## src/rtl/gelu_du_pkg.sv

```systemverilog
// Shared types for the GELU division unit: exponent and normalised-operand formats
// exchanged between the LOD normaliser and the reciprocal stage.
package gelu_du_pkg;
  localparam int DU_W   = 32;
  localparam int DU_Q   = 16;
  localparam int DU_F   = 16;
  localparam int LOD_PW = $clog2(DU_W);
  localparam int DU_EW  = LOD_PW + 2;

  typedef logic signed [DU_EW-1:0] du_exp_t;

  typedef struct packed {
    logic [DU_F-1:0] mant;
    du_exp_t         exp;
    logic            sticky;
    logic            zero;
  } du_norm_t;
endpackage

```

## src/rtl/lod_norm_shifter.sv

```systemverilog
// Combinational W-bit left barrel shifter, one mux level per bit of the shift amount.
module lod_norm_shifter #(
  parameter int W  = 32,
  parameter int SW = $clog2(W)
) (
  input  logic [W-1:0]  data_i,
  input  logic [SW-1:0] amt_i,
  output logic [W-1:0]  data_o
);
  logic [SW:0][W-1:0] stg;

  assign stg[0] = data_i;

  for (genvar l = 0; l < SW; l++) begin : g_lvl
    assign stg[l+1] = amt_i[l] ? (stg[l] << (1 << l)) : stg[l];
  end

  assign data_o = stg[SW];
endmodule

```

## src/rtl/lod_normalizer.sv

```systemverilog
// Left-normalises an operand using the LOD result into hidden-one mantissa, signed
// exponent and sticky bit; 2-stage valid/ready pipeline with a latched consistency error.
module lod_normalizer
  import gelu_du_pkg::*;
#(
  parameter int W = DU_W,
  parameter int Q = DU_Q,
  parameter int F = DU_F
) (
  input  logic                        clk,
  input  logic                        rst,
  input  logic                        valid_in,
  output logic                        ready_in,
  input  logic [W-1:0]                data_in,
  input  logic [$clog2(W)-1:0]        lod_pos,
  input  logic                        found,
  output logic                        valid_out,
  input  logic                        ready_out,
  output logic [F-1:0]                mant_out,
  output logic [$clog2(W)+1:0]        exp_out,
  output logic                        sticky_out,
  output logic                        zero_out,
  output logic                        err_out
);
  localparam int PW = $clog2(W);
  localparam int EW = PW + 2;

  typedef struct packed {
    logic [F-1:0]          mant;
    logic signed [EW-1:0]  exp;
    logic                  sticky;
    logic                  zero;
  } norm_t;

  logic [2:1]   vld_q, vld_d;
  logic         s2_adv, s1_ld;

  logic [W-2:0] s1_sh_q, s1_sh_d;
  logic [PW-1:0] s1_pos_q, s1_pos_d;
  logic         s1_zero_q, s1_zero_d;
  logic         err_q, err_d;
  norm_t        s2_q, s2_d;

  logic [W-1:0] sh_c;
  logic [PW-1:0] amt_c;
  logic         above_c, chk_c;

  logic [F-1:0] mant_c;
  logic         sticky_c;

  // Stage k advances when empty or when its occupant leaves this same cycle.
  assign s2_adv   = !vld_q[2] | ready_out;
  assign ready_in = !vld_q[1] | s2_adv;
  assign s1_ld    = valid_in & ready_in;

  assign amt_c = PW'(W - 1) - lod_pos;

  lod_norm_shifter #(.W(W), .SW(PW)) u_shift (
    .data_i (data_in),
    .amt_i  (amt_c),
    .data_o (sh_c)
  );

  // The shifted MSB is data_in[lod_pos]; it must be 1 whenever the LOD claims found.
  always_comb begin
    above_c = 1'b0;
    for (int i = 0; i < W; i++)
      if (i > int'(lod_pos) && data_in[i]) above_c = 1'b1;
    chk_c = above_c | (found & ~sh_c[W-1]) | (~found & (|data_in));
  end

  always_comb begin
    vld_d     = vld_q;
    s1_sh_d   = s1_sh_q;
    s1_pos_d  = s1_pos_q;
    s1_zero_d = s1_zero_q;
    err_d     = err_q;
    if (ready_in) vld_d[1] = valid_in;
    if (s2_adv)   vld_d[2] = vld_q[1];
    if (s1_ld) begin
      s1_sh_d   = sh_c[W-2:0];
      s1_pos_d  = lod_pos;
      s1_zero_d = ~found;
      err_d     = err_q | chk_c;
    end
  end

  if (F <= W - 1) begin : g_mant_fit
    assign mant_c = s1_sh_q[W-2 -: F];
  end else begin : g_mant_pad
    assign mant_c = {s1_sh_q, {(F-W+1){1'b0}}};
  end

  if (F < W - 1) begin : g_sticky
    assign sticky_c = |s1_sh_q[W-2-F:0];
  end else begin : g_no_sticky
    assign sticky_c = 1'b0;
  end

  always_comb begin
    s2_d = s2_q;
    if (s2_adv && vld_q[1]) begin
      s2_d.zero   = s1_zero_q;
      s2_d.mant   = s1_zero_q ? '0 : mant_c;
      s2_d.sticky = s1_zero_q ? 1'b0 : sticky_c;
      s2_d.exp    = s1_zero_q ? '0 : ($signed({2'b00, s1_pos_q}) - $signed(EW'(Q)));
    end
  end

  always_ff @(posedge clk or posedge rst) begin
    if (rst) begin
      vld_q     <= '0;
      s1_sh_q   <= '0;
      s1_pos_q  <= '0;
      s1_zero_q <= 1'b0;
      err_q     <= 1'b0;
      s2_q      <= '0;
    end else begin
      vld_q     <= vld_d;
      s1_sh_q   <= s1_sh_d;
      s1_pos_q  <= s1_pos_d;
      s1_zero_q <= s1_zero_d;
      err_q     <= err_d;
      s2_q      <= s2_d;
    end
  end

  assign valid_out  = vld_q[2];
  assign mant_out   = s2_q.mant;
  assign exp_out    = s2_q.exp;
  assign sticky_out = s2_q.sticky;
  assign zero_out   = s2_q.zero;
  assign err_out    = err_q;
endmodule

```

## config.mk

```make
export PLATFORM = sky130hd
export DESIGN_NAME = lod_normalizer
export DESIGN_NICKNAME = d
export VERILOG_FILES = /design/src/rtl/gelu_du_pkg.sv /design/src/rtl/lod_norm_shifter.sv /design/src/rtl/lod_normalizer.sv
export SDC_FILE = /design/constraint.sdc
export NUM_CORES = 1
export LEC_CHECK = 0
export CAP_MARGIN = 20
export CORE_MARGIN = 8
export CORE_UTILIZATION = 55
export CTS_CLUSTER_SIZE = 16
export DETAILED_ROUTE_END_ITERATION = 8
export GPL_TIMING_DRIVEN = 0
export PLACE_DENSITY = 0.81
export SLEW_MARGIN = 20
export SYNTH_ARGS = -nofsm -noshare
export SYNTH_HDL_FRONTEND = slang
export SYNTH_SLANG_ARGS = --single-unit
```

## constraint.sdc

```tcl
create_clock -name clk -period 2.5 [get_ports clk]
set_clock_uncertainty 0.1 [all_clocks]
set_input_delay 0.375 -clock clk [delete_from_list [all_inputs] [get_ports clk]]
set_output_delay 0.375 -clock clk [all_outputs]
set_load 0.01 [all_outputs]
```

# Yosys cells after proc, flatten, opt, wreduce, memory -nomap -nowiden
# Index checks and enable logic that the tools add are counted.
# op_classes
add_sub_neg	2
n_lt_le_gt_ge	31
n_mux	39
bitwise	10
reduce_logical	36
# ops
operator	count
two-way mux 32 bit	5
greater-than comparator 5 bit, first input constant	16
greater-than comparator 4 x 5 -> 1 bit, first input constant	8
logical AND 1 bit	32
two-way mux 1 bit	32
OR reduction 32 bit	1
greater-than comparator 3 x 5 -> 1 bit, first input constant	4
two-way mux 16 bit	1
OR reduction 15 bit	1
greater-than comparator 2 x 5 -> 1 bit, first input constant	2
two-way mux 7 bit	1
subtractor 5 x 5 -> 6 bit, second input constant	1
greater-than comparator 1 x 5 -> 1 bit, first input constant	1
OR 1 bit	5
subtractor 5 bit, first input constant	1
bitwise AND 1 bit	3
zero test 1 bit	2
NOT 1 bit	2
# totals
regBits	65
inputBits	42
out_inout_bits	28
wordCells	128

# Longest topological paths before layout
# Gate-level depths: netlist of the first run.
# logic_depth
depth_word	36
mapped_depth	10
ltp_nobuf	6

# Hierarchy
# A second synthesis of the first run with hierarchy kept.
# hier_totals
hier_cells	452
area_unflattened_um2	4669.5
# by_module_without_submodules
mod	instances	cells_per_inst	area_each_um2
lod_normalizer	1	269	2895.3
lod_norm_shifter	1	183	1774.2

# Least setup slack after synthesis of the first run
# Ideal clock, no wire load.
# synth_timing
kind	input port to flip-flop
from	input port lod_pos[3]
to	register err_q, in the netlist err_out
arrival_ps	1980
setup_slack_ps	294
stages	7
path_buffers	1
path_cell_list	buf_6 -> nand2_2 -> a21oi_1 -> nor2_1 -> or4_1 -> or4_1 -> o32a_1
# synth_between
elab_chain_cells	36
# synth_rtl
item	line_no	rtl
from (decl)	lod_normalizer.sv:15	input logic [$clog2(W)-1:0] lod_pos,
greater-than comparator 1 x 5 -> 1 bit	lod_normalizer.sv:68	if (i > int'(lod_pos) && data_in[i]) above_c = 1'b1;
logical AND 1 bit	lod_normalizer.sv:68	
two-way mux 1 bit (31 in series)	lod_normalizer.sv:68	
OR 1 bit (*) (2 in series)	lod_normalizer.sv:69	chk_c = above_c | (found & ~sh_c[W-1]) | (~found & (|data_in));
OR 1 bit (*)	lod_normalizer.sv:84	err_d = err_q | chk_c;
to (signal assigned)	lod_normalizer.sv:123	err_q <= err_d;
to (decl)	lod_normalizer.sv:41	logic err_q, err_d;
# Every way passes the cells marked *; elsewhere a longest branch is shown, timed or not.
# A chain may end at the register's enable or synchronous reset.

# Worst setup path in the final report of the first run
# layout_timing
from	input port data_in[31]
to	register err_q, in the netlist err_out
# layout_between
elab_chain_cells	10
# layout_rtl
item	line_no	rtl
from (decl)	lod_normalizer.sv:14	input logic [W-1:0] data_in,
two-way mux 32 bit (5 in series)	lod_norm_shifter.sv:15	assign stg[l+1] = amt_i[l] ? (stg[l] << (1 << l)) : stg[l];
NOT 1 bit	lod_normalizer.sv:69	
bitwise AND 1 bit	lod_normalizer.sv:69	
OR 1 bit	lod_normalizer.sv:69	
OR 1 bit (*)	lod_normalizer.sv:69	
OR 1 bit (*)	lod_normalizer.sv:84	
# Marks and branches as above.

==> results of run 1 <==
-- cells in the final DEF, fill, tap and decap left out, drive strengths merged, types with 3 or more instances in the layout --
cell | Yosys | final
a22oi | 4 | 4
and2 | 3 | 3
a31oi | 10 | 10
nor4 | 7 | 7
or4 | 3 | 3
inv | 4 | 4
o31ai | 5 | 5
nand2b | 24 | 24
nand4 | 3 | 3
nand3 | 9 | 9
a211oi | 5 | 5
clkdlybuf4s50 | 0 | 54
mux2 | 11 | 11
buf | 16 | 21
clkbuf | 22 | 36
dlygate4sd2 | 0 | 3
mux2i | 28 | 28
dfrtp | 63 | 63
nor2 | 29 | 29
o211ai | 4 | 4
nor3 | 9 | 9
a22o | 4 | 4
mux4 | 21 | 21
dlymetal6s2s | 0 | 10
a221o | 3 | 3
o21ai | 58 | 58
nand2 | 100 | 100
a21oi | 20 | 20
or3 | 3 | 3
-- logic make-up after synthesis --
logic type,count (synthesis)
AOI/OAI and AO/OA,130
buffers and inverters,43
and+or+nand+nor,195
muxes,60
DFF,63
-- through the flow --
stage	util (%)	hold WS [ns]	std cells
after global placement	67.0	0.344	661
after floorplan	-	0.334	491
after detailed placement	67.4	0.359	662
after CTS	71.1	0.221	680
after global routing	71.9	0.242	681
final	71.9	0.208	681
-- report_power, final --
part           switching [mW]  internal (mW)  total (mW)
registers              0.0957           1.17        1.27
clock network           0.372          0.543       0.915
logic                   0.548          0.489        1.04
-- layout make-up --
cell class,count,area share (%)
multi-input combinational,385,47.4
clock buffer,14,3.11
inverter,5,0.496
sequential,63,28.4
clock inverter,2,0.676
tap,102,2.30
timing repair buffer,72,13.4
buffer,38,4.15
-- worst max-delay path by stage --
stage	start	endpoint	slack, ns	depth (start not counted)
after floorplan	lod_pos[3]	err_out	0.29	7
after global placement	lod_pos[0]	err_out	-0.70	10
after detailed placement	lod_pos[0]	err_out	-0.67	10
after CTS	data_in[17]	err_out	0.03	6
after global routing	lod_pos[4]	err_out	0.006	7
final	data_in[31]	err_out	0.004	6
-- what timing repair did --
action	4_1_cts	5_1_grt
gates resized for setup	26	21
setup endpoints to repair	16	2
setup buffers	2	1
pin swaps	1	2
-- state kept, by name, indices dropped and copies added, names as in the netlist --
name / count
zero_out: 1
s1_zero_q: 1
sticky_out: 1
mant_out: 16
s1_sh_q: 31
s1_pos_q: 5
vld_q: 2
err_out: 1
exp_out: 5
-- per-layer routing --
| layer | global-route usage [%] | wire (um) | vias to the layer above |
|---|---|---|---|
| li1 | - | - | 1966 |
| met4 | 16.0 | 741 | 0 |
| met3 | 5.04 | 1070 | 58 |
| met2 | 47.2 | 7460 | 239 |
| met1 | 31.6 | 5680 | 2094 |
| met5 | 0 | 0 | - |
==> run_results.csv, run 1 <==
group,metric,value,unit
routing,drt_pass1_iterations,5,
worst_setup_path,cp.required,2.62,ns
yosys,synth_top_area_share,36.1,%
yosys,syn_inst,491,
yosys,yosysUniqueCellTypes,58,
run_status,status,"complete, no violations",
die,dieArea,11000,um2
clock_tree,h-tree-depth,3,
routing,vias_per_cell,6.40,
routing,wl,14900,um
timing,final_hold_viol_count,0,
clock_tree,path_clk_slew,0.06,ns
power,ir_drop,0.000272,V
timing,worst_slack,0.00390,ns
worst_setup_path,slowest_delay,0.57,ns
grt,grt_pass1_wl,24300,um
place,place_area,5200,um2
die,die_h,105,um
timing,rsz0062_at_grt,"no",
clock_tree,clkLatencyLatePin,0.33,ns
yosys,netlist_area,4370,um2
final_layout,syn_to_final_growth,27.2,%
place,dpl_worst_slack,-0.671,ns
die,initial_utilization,56.5,%
place,port_buffers,68,
worst_setup_path,critPathBufInv,1,
yosys,yosys.area_share.simple,20.3,%
grt,antenna_found_initial,0,
final_layout,n_antenna_cell,0,
final_layout,final_area,5550,um2
power,finalPower,3.22,mW
final_layout,multi_input_area,2640,um2
timing,period_share,99.8,%
job,maxCapViolations,0,
die,die_width,105,um
yosys,ys_warn_count,0,
worst_setup_path,reg2reg_depth,5,
worst_setup_path,reg2reg_to,"err_out",
worst_setup_path,crit_path_cell_trace,"clkdlybuf4s50_1 > a21oi_1 > nor2_1 > or4_1 > or4_4 > o32a_1",
grt,grt_pass1_vias,4489,
final_layout,seqCellArea,1580,um2
worst_setup_path,ff2ff_setup_slack,0.25,ns
routing,ant_nets,0,
worst_setup_path,r2r_start,"err_out",
timing,slew_headroom,49.6,%
yosys,syn-num-nets,533,
grt,grt_max_degree,56,
timing,setup_viol,0,
clock_tree,clockRootBuffer,"clkbuf_8",
worst_setup_path,start_kind,"primary input",
timing,setup_tns,0,ns
worst_setup_path,slowest_stage,"clkdlybuf4s50_1",
power,p_leak,2.36,nW
timing,finalCriticalPeriod,2.50,ns
yosys,synth_xor_area_share,0,%
yosys,synth_seq_cells,63,
worst_setup_path,crit_type,"primary input to flop",
worst_setup_path,cp.arrival,2.61,ns
timing,fmaxAchievable,401,MHz
yosys,yosysSeqAreaShare,36.1,%
yosys,syn-mean-instance-area,8.89,um2
routing,avgRoutedWirePerCell,21.9,um
grt,grt_use_total,27.6,%
yosys,synth_common_cells,"99 x nand2_1, 63 x dfrtp_1, 55 x o21ai_0, 29 x nor2_1, 28 x mux2i_1",
yosys,synth_edf_count,0,
worst_setup_path,crit_family,"simple AND/OR/NAND/NOR gates",
worst_setup_path,crit_path_end_kind,"flop",
worst_setup_path,critPathMaxFanout,6,
yosys,yosys.area_share.adder,0,%
place,gp_congestion,1.05,
die,io_pins,70,
hold_path,min_path_type,"primary input to async pin",
yosys,async_reset_ff_share,100,%
final_layout,fill_cells,596,
clock_tree,cts_sinks,63,
yosys,synth_most_common_cell,"nand2_1",
routing,drt_iter0_markers,270,
yosys,synth_top_family_by_area,"multiplexers",
yosys,ys_top_cells_by_area,"dfrtp_1 36%, mux4_2 9.3%, nand2_1 8.5%, mux2i_1 6.4%, o21ai_0 6.3%",
routing,drcViolationCount,0,
clock_tree,tritoncts,"done",
clock_tree,hold_buffers,0,
routing,route.vias.total,4357,
yosys,synth_compound_area_share,18.4,%
die,core,7730,um2
clock_tree,numCtsBuffers,9,
final_layout,nNetsFinal,616,
timing,drv_slew,0,
timing,worst_pin_slew,0.750,ns
place,hpwl,11300,um
clock_tree,clockBufferDepth,2,
final_layout,layout-drive-gt1-share,14.7,%
die,fp-row-count,32,
yosys,synth_flop_cell,"dfrtp_1",
grt,gr-total-overflow,0,
yosys,muxShareOfSynthArea,20.3,%
power,power.density,580,nW/um2
yosys,yosysTopAreaCell,"dfrtp_1",
(Power assumes the default switching activity.)
==> run 2, diff against run 1 <==
--- a/config.mk
+++ b/config.mk
@@ -12,6 +12,7 @@
 export DETAILED_ROUTE_END_ITERATION = 8
 export GPL_TIMING_DRIVEN = 0
 export PLACE_DENSITY = 0.81
+export SETUP_SLACK_MARGIN = 0.05
 export SLEW_MARGIN = 20
 export SYNTH_ARGS = -nofsm -noshare
 export SYNTH_HDL_FRONTEND = slang
==> run 2 against run 1 <==
Non-clock buffer count unchanged. Worst hold slack better by 0.0015 ns. Utilization fell by 0.39 points. Critical path depth stayed put. Via count is 1.1% higher. First-iteration DRC count down 3.0%. Register-to-register slack barely moved. Worst setup slack improved by 0.041 ns. Combinational power about the same. Design area decreased by 0.54%. Global-route usage shrank 0.23 points. Critical path type unchanged. Largest power group unchanged.
==> run_results.csv, run 2 (synthesis gave the netlist of run 1 again) <==
group,metric,value,unit
clock_tree,h-tree-depth,3,
final_layout,layout_common_cells,"98 x nand2_1, 63 x dfrtp_1, 54 x o21ai_0",
grt,antenna_found_initial,0,
timing,setup_tns,0,ns
grt,grt_pass1_wl,24100,um
routing,drt_iter0_markers,262,
final_layout,seqCellArea,1580,um2
power,clkPwrFrac,28.5,%
worst_setup_path,cp.required,2.62,ns
grt,gr-total-overflow,0,
clock_tree,tritoncts,"done",
timing,finalCriticalPeriod,2.46,ns
die,core,7730,um2
power,pwr-share-comb,32.0,%
power,p_leak,2.33,nW
die,die_width,105,um
final_layout,largest_register_ffs,31,
routing,drcViolationCount,0,
grt,grt_max_degree,56,
timing,worst_pin_slew,0.716,ns
place,hpwl,11300,um
timing,period_share,98.2,%
routing,ant_nets,0,
routing,vias_per_cell,6.47,
final_layout,layout_commonest_cell,"nand2_1",
place,gp_congestion,1.05,
clock_tree,clockBufferDepth,2,
place,port_buffers,68,
final_layout,regMostFlops,"s1_sh_q",
final_layout,nNetsFinal,616,
hold_path,min_path_type,"primary input to async pin",
die,initial_utilization,56.5,%
job,maxCapViolations,0,
power,seqPwrFrac,39.5,%
clock_tree,clockRootBuffer,"clkbuf_8",
timing,rsz0062_at_grt,"yes",
timing,drv_slew,0,
timing,fmaxAchievable,407,MHz
timing,setup_viol,0,
place,dpl_worst_slack,-0.671,ns
worst_setup_path,cp.arrival,2.57,ns
power,ir_drop,0.000271,V
routing,drt_pass1_iterations,5,
final_layout,multi_input_area,2630,um2
clock_tree,hold_buffers,0,
die,io_pins,70,
timing,slew_headroom,51.9,%
power,swShare,31.5,%
clock_tree,path_clk_slew,0.06,ns
routing,avgRoutedWirePerCell,21.6,um
routing,route.vias.total,4404,
worst_setup_path,crit_path_end_kind,"flop",
power,p_switching,1.01,mW
timing,hold-worst-slack,0.209,ns
final_layout,layout-drive-gt1-share,14.2,%
worst_setup_path,crit_type,"primary input to flop",
final_layout,fill_cells,607,
die,die_h,105,um
power,finalPower,3.21,mW
timing,final_hold_viol_count,0,
final_layout,syn_to_final_growth,26.5,%
worst_setup_path,start_kind,"primary input",
clock_tree,numCtsBuffers,9,
worst_setup_path,critPathMaxFanout,10,
grt,grt_pass1_vias,4501,
grt,grt_use_total,27.3,%
clock_tree,clkLatencyLatePin,0.34,ns
power,p_int,2.20,mW
final_layout,n_antenna_cell,0,
timing,worst_slack,0.0446,ns
power,power.density,582,nW/um2
die,dieArea,11000,um2
die,fp-row-count,32,
run_status,status,"complete, no violations",
routing,wl,14700,um
clock_tree,cts_sinks,63,
==> run 2: changes by cell type in the layout (fill, tap and decap cells not counted), sizes merged <==
cell	previous run	this run
dlymetal6s2s	10	5
dlygate4sd2	3	9
clkdlybuf4s50	54	53
==> run 2: critical path, stage by stage <==
cell and delay, ns:
clkdlybuf4s50_1 0.53, buf_6 0.17, a211oi_1 0.05, or4_1 0.58, or4_4 0.51, o32a_1 0.35
==> run 2: cell type report <==
type,instances,area share (%)
flip-flops and latches,63,28.5
inverters,5,0.498
clock buffers,14,3.13
clock inverters,2,0.680
repair buffers,72,13.2
plain buffers,38,4.14
well taps,102,2.31
multi-input cells,385,47.5
==> run 2: power groups by stage <==
stage	Combinational (mW)	Sequential, mW	Clock (mW)
final	1.03	1.27	0.916
after global routing	1.12	1.28	0.956
after CTS	1.02	1.27	0.916
after detailed placement	1.00	1.28	0
after global placement	0.972	1.27	0
after floorplan	0.521	1.30	0
==> run 2: routing by layer <==
layer  share of wire (%)  global-route usage, %  wire, um  vias to the layer above
met5                   0                      0         0                        -
met4                 5.4                   17.1       789                        0
met3                 8.2                   4.85      1210                       64
met2                  50                   46.7      7310                      271
met1                  37                   31.1      5430                     2106
li1                    -                      -         -                     1963
==> run 2: metrics by stage <==
stage	utilization, %	area (um2)	std cells
2_1_floorplan	-	4370	491
3_3_place_gp	67.0	5170	661
3_5_place_dp	67.4	5200	662
4_1_cts	71.0	5490	680
5_1_grt	71.5	5520	681
6_report	71.5	5520	681
==> run 2: final timing paths <==
kind | start | end | slack (ns) | depth (start not counted)
max in group asynchronous | rst | s1_sh_q[9] | 1.61 | 3
min in group clk | lod_pos[3] | s1_sh_q[0] | 0.32 | 3
setup reg to reg | err_out | err_out | 0.25 | 5
setup / recovery | lod_pos[4] | err_out | 0.04 | 6
hold / removal | rst | mant_out[3] | 0.21 | 2
hold reg to reg | s1_pos_q[4] | exp_out[5] | 0.38 | 1
==> run 2: repair_timing <==
| item | in CTS | in global routing |
|---|---|---|
| pin swaps | 2 | 1 |
| gates resized for setup | 30 | 16 |
| setup buffers | 2 | 1 |
| setup endpoints to repair | 18 | 8 |
